===== config.mk =====
export PLATFORM = sky130hd
export DESIGN_NAME = sdram_axi_cpu_master
export DESIGN_NICKNAME = d
export VERILOG_FILES = /design/src/rtl/sdram_axi_cpu_master.sv
export SDC_FILE = /design/constraint.sdc
export NUM_CORES = 1
export LEC_CHECK = 0
export ABC_AREA = 1
export BUFFER_PORTS_ARGS = -buffer_cell sky130_fd_sc_hd__buf_2
export CELL_PAD_IN_SITES_DETAIL_PLACEMENT = 1
export CELL_PAD_IN_SITES_GLOBAL_PLACEMENT = 2
export CORE_ASPECT_RATIO = 0.6
export CORE_MARGIN = 8
export CORE_UTILIZATION = 26
export DETAILED_ROUTE_END_ITERATION = 10
export PLACE_DENSITY_LB_ADDON = 0.1
export RECOVER_POWER = 25
export SYNTH_ARGS = -nofsm -noshare
export SYNTH_HDL_FRONTEND = slang
export SYNTH_SLANG_ARGS = --single-unit
export TNS_END_PERCENT = 50

===== constraint.sdc =====
create_clock -name clk_i -period 6.1 [get_ports clk_i]
set_input_delay 1.22 -clock clk_i [delete_from_list [all_inputs] [get_ports clk_i]]
set_output_delay 1.22 -clock clk_i [all_outputs]
set_load 0.02 [all_outputs]

===== src/rtl/sdram_axi_cpu_master.sv =====
// rtl/sdram_axi_cpu_master.sv - CPU request to single-beat/line AXI master bridge
//
// Purpose: turns a held CPU request (mem_req_i ... mem_ack_o) into one AXI write
// (AW + W + B) or one AXI read burst (AR + R). One transfer outstanding at a time.
//
// Optional feature macro: SDRAM_AXI_CPU_LINEBUF_EN
//   defined   - reads fetch a whole 16-byte line (arlen=3) into a 4x32 line buffer;
//               read hits complete without AXI traffic, matching writes update it.
//   undefined - reads fetch a single word (arlen=0), no buffer.
//
// Ports:
//   clk_i, rst_i                 clock, asynchronous active-high reset
//   mem_req_i/we_i/addr_i        CPU request, direction, byte address
//   mem_wdata_i/wstrb_i          CPU write data and byte enables
//   mem_ack_o/rdata_o/error_o    one-cycle completion, read data, error flag
//   outport_aw*/w*/b*            AXI write address, data and response channels
//   outport_ar*/r*               AXI read address and data channels
module sdram_axi_cpu_master (
    input  logic        clk_i,
    input  logic        rst_i,
    input  logic        mem_req_i,
    input  logic        mem_we_i,
    input  logic [31:0] mem_addr_i,
    input  logic [31:0] mem_wdata_i,
    input  logic [3:0]  mem_wstrb_i,
    output logic        mem_ack_o,
    output logic [31:0] mem_rdata_o,
    output logic        mem_error_o,
    output logic        outport_awvalid_o,
    input  logic        outport_awready_i,
    output logic [31:0] outport_awaddr_o,
    output logic [7:0]  outport_awlen_o,
    output logic [1:0]  outport_awburst_o,
    output logic        outport_wvalid_o,
    input  logic        outport_wready_i,
    output logic [31:0] outport_wdata_o,
    output logic [3:0]  outport_wstrb_o,
    output logic        outport_wlast_o,
    input  logic        outport_bvalid_i,
    output logic        outport_bready_o,
    input  logic [1:0]  outport_bresp_i,
    output logic        outport_arvalid_o,
    input  logic        outport_arready_i,
    output logic [31:0] outport_araddr_o,
    output logic [7:0]  outport_arlen_o,
    output logic [1:0]  outport_arburst_o,
    input  logic        outport_rvalid_i,
    output logic        outport_rready_o,
    input  logic [31:0] outport_rdata_i,
    input  logic [1:0]  outport_rresp_i,
    input  logic        outport_rlast_i
);

    typedef enum logic [2:0] {
        S_IDLE,
        S_WADDR,
        S_WRESP,
        S_RADDR,
        S_RDATA,
        S_DONE
    } state_t;

`ifdef SDRAM_AXI_CPU_LINEBUF_EN
    localparam logic [7:0] ARLEN = 8'd3;
`else
    localparam logic [7:0] ARLEN = 8'd0;
`endif

    state_t      r_state;
    state_t      w_next;
    logic [31:2] r_addr;
    logic [31:0] r_wdata;
    logic [3:0]  r_wstrb;
    logic        r_aw_done;
    logic        r_w_done;
    logic [7:0]  r_beat;
    logic        r_error;
    logic [31:0] r_rdata;

    logic        w_aw_hs;
    logic        w_w_hs;
    logic        w_rd_last;
    logic        w_hit;
    logic        w_unused_addr;

`ifdef SDRAM_AXI_CPU_LINEBUF_EN
    logic [31:0] r_line [4];
    logic [31:4] r_tag;
    logic        r_line_valid;

    assign w_hit = r_line_valid && (mem_addr_i[31:4] == r_tag);
`else
    assign w_hit = 1'b0;
`endif

    assign w_unused_addr = ^mem_addr_i[1:0];

    // AXI channel outputs are pure decodes of registered state, so they stay
    // stable while valid and drop only after their own handshake.
    assign outport_awvalid_o = (r_state == S_WADDR) && !r_aw_done;
    assign outport_awaddr_o  = {r_addr, 2'b00};
    assign outport_awlen_o   = 8'd0;
    assign outport_awburst_o = 2'b01;
    assign outport_wvalid_o  = (r_state == S_WADDR) && !r_w_done;
    assign outport_wdata_o   = r_wdata;
    assign outport_wstrb_o   = r_wstrb;
    assign outport_wlast_o   = 1'b1;
    assign outport_bready_o  = (r_state == S_WRESP);
    assign outport_arvalid_o = (r_state == S_RADDR);
`ifdef SDRAM_AXI_CPU_LINEBUF_EN
    assign outport_araddr_o  = {r_addr[31:4], 4'b0000};
`else
    assign outport_araddr_o  = {r_addr, 2'b00};
`endif
    assign outport_arlen_o   = ARLEN;
    assign outport_arburst_o = 2'b01;
    assign outport_rready_o  = (r_state == S_RDATA);

    assign mem_ack_o   = (r_state == S_DONE);
    assign mem_error_o = (r_state == S_DONE) && r_error;
    assign mem_rdata_o = r_rdata;

    assign w_aw_hs   = outport_awvalid_o && outport_awready_i;
    assign w_w_hs    = outport_wvalid_o && outport_wready_i;
    assign w_rd_last = outport_rvalid_i && (outport_rlast_i || (r_beat == ARLEN));

    always_comb begin
        w_next = r_state;
        case (r_state)
            S_IDLE: begin
                if (mem_req_i) begin
                    if (mem_we_i)
                        w_next = S_WADDR;
                    else if (w_hit)
                        w_next = S_DONE;
                    else
                        w_next = S_RADDR;
                end
            end
            // AW and W may complete in either order or together.
            S_WADDR: begin
                if ((r_aw_done || w_aw_hs) && (r_w_done || w_w_hs))
                    w_next = S_WRESP;
            end
            S_WRESP: if (outport_bvalid_i) w_next = S_DONE;
            S_RADDR: if (outport_arready_i) w_next = S_RDATA;
            S_RDATA: if (w_rd_last) w_next = S_DONE;
            S_DONE:  w_next = S_IDLE;
            default: w_next = S_IDLE;
        endcase
    end

    always_ff @(posedge clk_i or posedge rst_i) begin
        if (rst_i) begin
            r_state   <= S_IDLE;
            r_addr    <= '0;
            r_wdata   <= '0;
            r_wstrb   <= '0;
            r_aw_done <= 1'b0;
            r_w_done  <= 1'b0;
            r_beat    <= '0;
            r_error   <= 1'b0;
            r_rdata   <= '0;
`ifdef SDRAM_AXI_CPU_LINEBUF_EN
            r_tag        <= '0;
            r_line_valid <= 1'b0;
            for (int i = 0; i < 4; i++) r_line[i] <= '0;
`endif
        end else begin
            r_state <= w_next;
            case (r_state)
                S_IDLE: begin
                    if (mem_req_i) begin
                        r_addr    <= mem_addr_i[31:2];
                        r_wdata   <= mem_wdata_i;
                        r_wstrb   <= mem_wstrb_i;
                        r_aw_done <= 1'b0;
                        r_w_done  <= 1'b0;
                        r_beat    <= '0;
                        r_error   <= 1'b0;
`ifdef SDRAM_AXI_CPU_LINEBUF_EN
                        if (mem_we_i) begin
                            // Write-through: keep a buffered line coherent.
                            if (w_hit) begin
                                for (int b = 0; b < 4; b++) begin
                                    if (mem_wstrb_i[b])
                                        r_line[mem_addr_i[3:2]][8*b +: 8] <= mem_wdata_i[8*b +: 8];
                                end
                            end
                        end else if (w_hit) begin
                            r_rdata <= r_line[mem_addr_i[3:2]];
                        end else begin
                            r_line_valid <= 1'b0;
                            r_tag        <= mem_addr_i[31:4];
                        end
`endif
                    end
                end
                S_WADDR: begin
                    r_aw_done <= r_aw_done || w_aw_hs;
                    r_w_done  <= r_w_done || w_w_hs;
                end
                S_WRESP: begin
                    if (outport_bvalid_i)
                        r_error <= (outport_bresp_i != 2'b00);
                end
                S_RDATA: begin
                    if (outport_rvalid_i) begin
                        r_beat <= r_beat + 8'd1;
                        if (outport_rresp_i != 2'b00)
                            r_error <= 1'b1;
`ifdef SDRAM_AXI_CPU_LINEBUF_EN
                        r_line[r_beat[1:0]] <= outport_rdata_i;
                        if (r_beat[1:0] == r_addr[3:2])
                            r_rdata <= outport_rdata_i;
                        // Line is usable only if all four beats arrived without error.
                        if (w_rd_last)
                            r_line_valid <= !r_error && (outport_rresp_i == 2'b00) && (r_beat == ARLEN);
`else
                        if (r_beat == 8'd0)
                            r_rdata <= outport_rdata_i;
`endif
                    end
                end
                default: ;
            endcase
        end
    end

endmodule


======== Yosys cells after proc, flatten, opt, wreduce, memory -nomap -nowiden ========
Cells that the tools add are included.
storage, ports and cells
  register bits after elaboration ......... 112
  bits of input ports ..................... 114
  output and inout bits ................... 160
  word-level logic and storage cells ...... 64
operators by class
  $add $sub $neg .......................... 1
  eq/ne operators ......................... 12
  multiplexer cells ....................... 17
  reduce and logical (&&, ||, !) cells .... 25
operator list
  cell                                                   number
  2-to-1 mux 8 bit                                       2
  one-hot mux 8 bit (2 select lines)                     1
  2-to-1 mux 3 bit                                       5
  one-hot mux 3 bit (5 select lines)                     1
  AND reduction 5 bit                                    2
  adder 8 x 1 -> 8 bit, second input constant            1
  zero test 8 bit                                        1
  inequality test 2 x 1 -> 1 bit, second input constant  4
  nonzero test 2 bit                                     4
  logical AND 1 bit                                      7
  == test 3 x 2 -> 1 bit, second input constant          2
  == test 3 bit, second input constant                   2
  inequality test 2 bit, second input constant           3
  AND reduction 3 bit                                    2
  2-to-1 mux 1 bit                                       4
  one-hot mux 1 bit (2 select lines)                     2
  AND reduction 2 bit                                    2
  == test 3 x 1 -> 1 bit, second input constant          1
  zero test 3 bit                                        1
  logical OR 1 bit                                       3
  one-hot mux 1 bit (3 select lines)                     1
  nonzero test 3 bit                                     1
  zero test 1 bit                                        2
  2-to-1 mux 2 bit                                       1

======== Depth between registers and ports, before layout ========
  depth in word-level cells ............... 7
  gate-level depth with buffers ........... 9
  mapped depth without buffers ............ 9

======== Worst setup path before layout ========
Ideal clock, no wire load.
  kind .................................... flip-flop to output port
  start point ............................. register r_state[0]
  end point ............................... output port mem_error_o
  arrival time ............................ 1.355 ns
  data required time ...................... 4.880 ns
  path slack .............................. 3.525 ns
  stages on the path, launching flop included .. 4
  buffers on the path ..................... 0
  cells stage by stage .................... dfrtp_1 > inv_2 > nor3_1 > and2_1
between the ends
  cells in the longest elaborated chain, start to end .. 2
RTL lines
  item                    line  source
  start, declared         69    state_t r_state;
  start signal, assigned  170   r_state <= w_next;
  == test 3 bit           n/a
  via mem_ack_o           26    output logic mem_ack_o,
  logical AND 1 bit       120   assign mem_error_o = (r_state == S_DONE) && r_error;
  end, declared           28    output logic mem_error_o,
The timed path passes the listed nets, and every way through them passes these cells.

==> results.py <==
metrics = {
    "synthesis": {
        "ys_types": 27,
        "ys_seq_area_share_pct": 54.0,
        "syn_inst": 600,
        "avgSynthCellArea_um2": 8.65,
        "yosys_warnings": 0,
        "netlist_area_mm2": 0.00519,
        "yosys-top-cells-area": "dfrtp_1 (54%), nand2_1 (19%), buf_4 (8.2%)",
        "synth_top_cell_by_area": "dfrtp_1",
        "synth_top_area_share_pct": 54.0,
        "ys_seq_elements": 112,
    },
    "pwr": {
        "seqPwrFrac_pct": 34.9,
        "ir_drop_uv": 194,
        "total_power_w": 0.00360,
        "cellPowerDensity_mw_per_mm2": 542,
        "p_comb_share_pct": 46.6,
        "clockPowerShare_pct": 18.6,
        "power.leakage_nw": 3.94,
        "p_sw_w": 0.00166,
        "p_int_w": 0.00194,
        "swShare_pct": 46.1,
    },
    "worst_setup_path": {
        "cp-start-kind": "primary input",
        "cp.arrival_ns": 3.96,
        "cp-end-kind": "async pin",
        "path_max_fanout": 69,
        "critPathKind": "primary input to async pin",
        "worstPathRequired_ns": 6.54,
    },
    "cts": {
        "cts_buffers": 9,
        "cts_tree": "yes",
        "cts_hold_repair.buffers": 0,
        "cts-root-buf": "clkbuf_16",
        "clk_pin_slew_ns": 0.07,
        "post_cts_resize_count": 0,
        "clock_latency_ns": 0.36,
        "cts.sinks": 112,
        "clock_path_buffers": 2,
        "post-cts-setup-buffers": 0,
        "cts.htree.levels": 3,
    },
    "detailed_routing": {
        "wl_per_cell_um": 16.0,
        "routed_wl_mm": 17.4,
        "drt_iter0_drc": 113,
        "vias": 4387,
        "ant_nets": 0,
        "drc_errors": 0,
        "drt_first_pass_iters": 4,
        "avgViaCountPerCell": 4.04,
    },
    "sta": {
        "setup_tns_ns": 0,
        "worst_slew_margin_rel_pct": -118,
        "finalSetupViolCount": 0,
        "max_freq_ghz": 0.284,
        "rsz0062_at_grt": "no",
        "finalCritPeriodShare_pct": 57.7,
        "clock_skew_ns": 0.00820,
        "fin_hold_ws_ns": 0.476,
        "hold_viol": 0,
        "slew_violations": 70,
        "worst_slew_pin_slew_ns": 3.25,
        "finalCriticalPeriod_ns": 3.52,
    },
    "floorplan": {
        "die_h_um": 125,
        "dieArea_mm2": 0.0249,
        "io_pins": 274,
        "std_cell_rows": 40,
        "die_w_um": 198,
        "floorplan.initialDensity_pct": 26.3,
        "core_area_mm2": 0.0198,
    },
    "final_layout": {
        "nets": 924,
        "ff_latch_area_mm2": 0.00280,
        "final_layout_size_suffix_gt1_share_pct": 37.5,
        "layout_common_cells": "nand2_1 (263), buf_2 (245), dfrtp_1 (112), inv_1 (52), o21ai_2 (32)",
        "stdcell_count": 1087,
        "final_common_cell": "nand2_1",
        "multi_input_area_mm2": 0.00170,
        "fill_cells": 2465,
        "area_growth_pct": 28.0,
    },
    "placed_design": {
        "place.port_buffers": 246,
        "dpl.hpwl_mm": 13.3,
        "dpl.cell_count": 1070,
        "gp_congestion": 0.748,
    },
    "global_routing": {
        "grt_max_degree": 70,
        "grt_util_met2_pct": 21.5,
        "antenna_found_initial": 4,
        "grtUsageTotal_pct": 13.8,
        "use_met3_pct": 6.99,
        "busiest_layer": "met2",
        "use_met1_pct": 17.1,
        "grt_pass1_wl_mm": 27.4,
        "grt_pass1_vias": 4809,
        "grt.overflow.total": 0,
    },
    "job": {
        "drv_cap": 1,
    },
    "hold_path": {
        "hp-class": "flop to flop",
    },
    "run_status": {
        "violations": "max-capacitance violations, max-slew violations",
        "status": "complete, but fails checks",
    },
}
sequential cells by signal (all words and copies together), names as in the netlist, 3 cells and up:
register	flops
r_addr	30
r_beat	8
outport_wdata_o	32
r_state	3
mem_rdata_o	32
outport_wstrb_o	4
worst paths after layout:
kind                            slack [ns]  cells after the start                               to                      startpoint
worst max-delay path                  2.58                      3      mem_rdata_o[14]$_DFFE_PP0P_                           rst_i
worst min-delay path                  0.48                      2   outport_wdata_o[8]$_DFFE_PP0P_  outport_wdata_o[8]$_DFFE_PP0P_
worst max register to register        3.60                      6  outport_wdata_o[17]$_DFFE_PP0P_          r_state[0]$_DFFE_PP0P_
worst min register to register        0.48                      2   outport_wdata_o[8]$_DFFE_PP0P_  outport_wdata_o[8]$_DFFE_PP0P_
max in group clk_i                    3.29                      6                 outport_wvalid_o          r_state[1]$_DFFE_PP0P_
min in group asynchronous             1.80                      2   outport_wdata_o[9]$_DFFE_PP0P_                           rst_i
per-layer routing:
layer	up-vias	wire length (um)
met5	-	36
li1	2155	-
met4	8	138
met2	148	7580
met3	18	1860
met1	2058	7790
synthesized netlist by cell type (all sizes together):
cell,instances
nand2,265
dfrtp,112
buf,73
inv,55
o21ai,39
nand3,15
nor2,12
a21oi,6
nand4,4
clkbuf,3
xor2,3
conb,2
ha,2
nor3,2
a21boi,1
and2,1
clkinv,1
nand3b,1
nor3b,1
o31ai,1
or2,1
power groups by stage:
stage / sequential, W / clock [W] / combinational (W)
detailed placement: 0.00127 / 0 / 0.00172
CTS: 0.00126 / 0.000695 / 0.00172
floorplan: 0.00161 / 0 / 0.000854
global route: 0.00130 / 0.000721 / 0.00185
global placement: 0.00125 / 0 / 0.00170
finish: 0.00126 / 0.000669 / 0.00168
worst max-delay path: stages:
cell and delay [ns]:
buf_2 0.10, clkinvlp_2 1.82, buf_4 0.75
logic make-up after synthesis:
kind of cell / after synthesis / synth area share, %
fa+ha+maj: 2 / 0.482
simple gates: 302 / 23.0
compound gates: 47 / 6.94
xor+xnor: 3 / 0.506
buf+inv: 132 / 14.9
other cells: 2 / 0.145
flops: 112 / 54.0
layout make-up:
class | instances | share of cell area, %
multi-input cells | 379 | 25.6
inverters | 56 | 3.20
clock inverters | 7 | 1.52
well taps | 273 | 5.14
repair buffers | 250 | 19.0
flip-flops and latches | 112 | 42.2
diodes | 1 | 0.0377
clock buffers | 9 | 3.39
stage by stage:
| step | cell area, um2 | worst slack (ns) | utilization (%) |
|---|---|---|---|
| floorplan | 5280 | 1.92 | - |
| global placement | 6320 | 3.24 | 32.0 |
| detailed placement | 6320 | 3.23 | 32.0 |
| CTS | 6650 | 3.25 | 33.6 |
| global route | 6640 | 2.00 | 33.6 |
| finish | 6650 | 2.58 | 33.6 |
No activity file was read; power rests on OpenSTA's default activity.
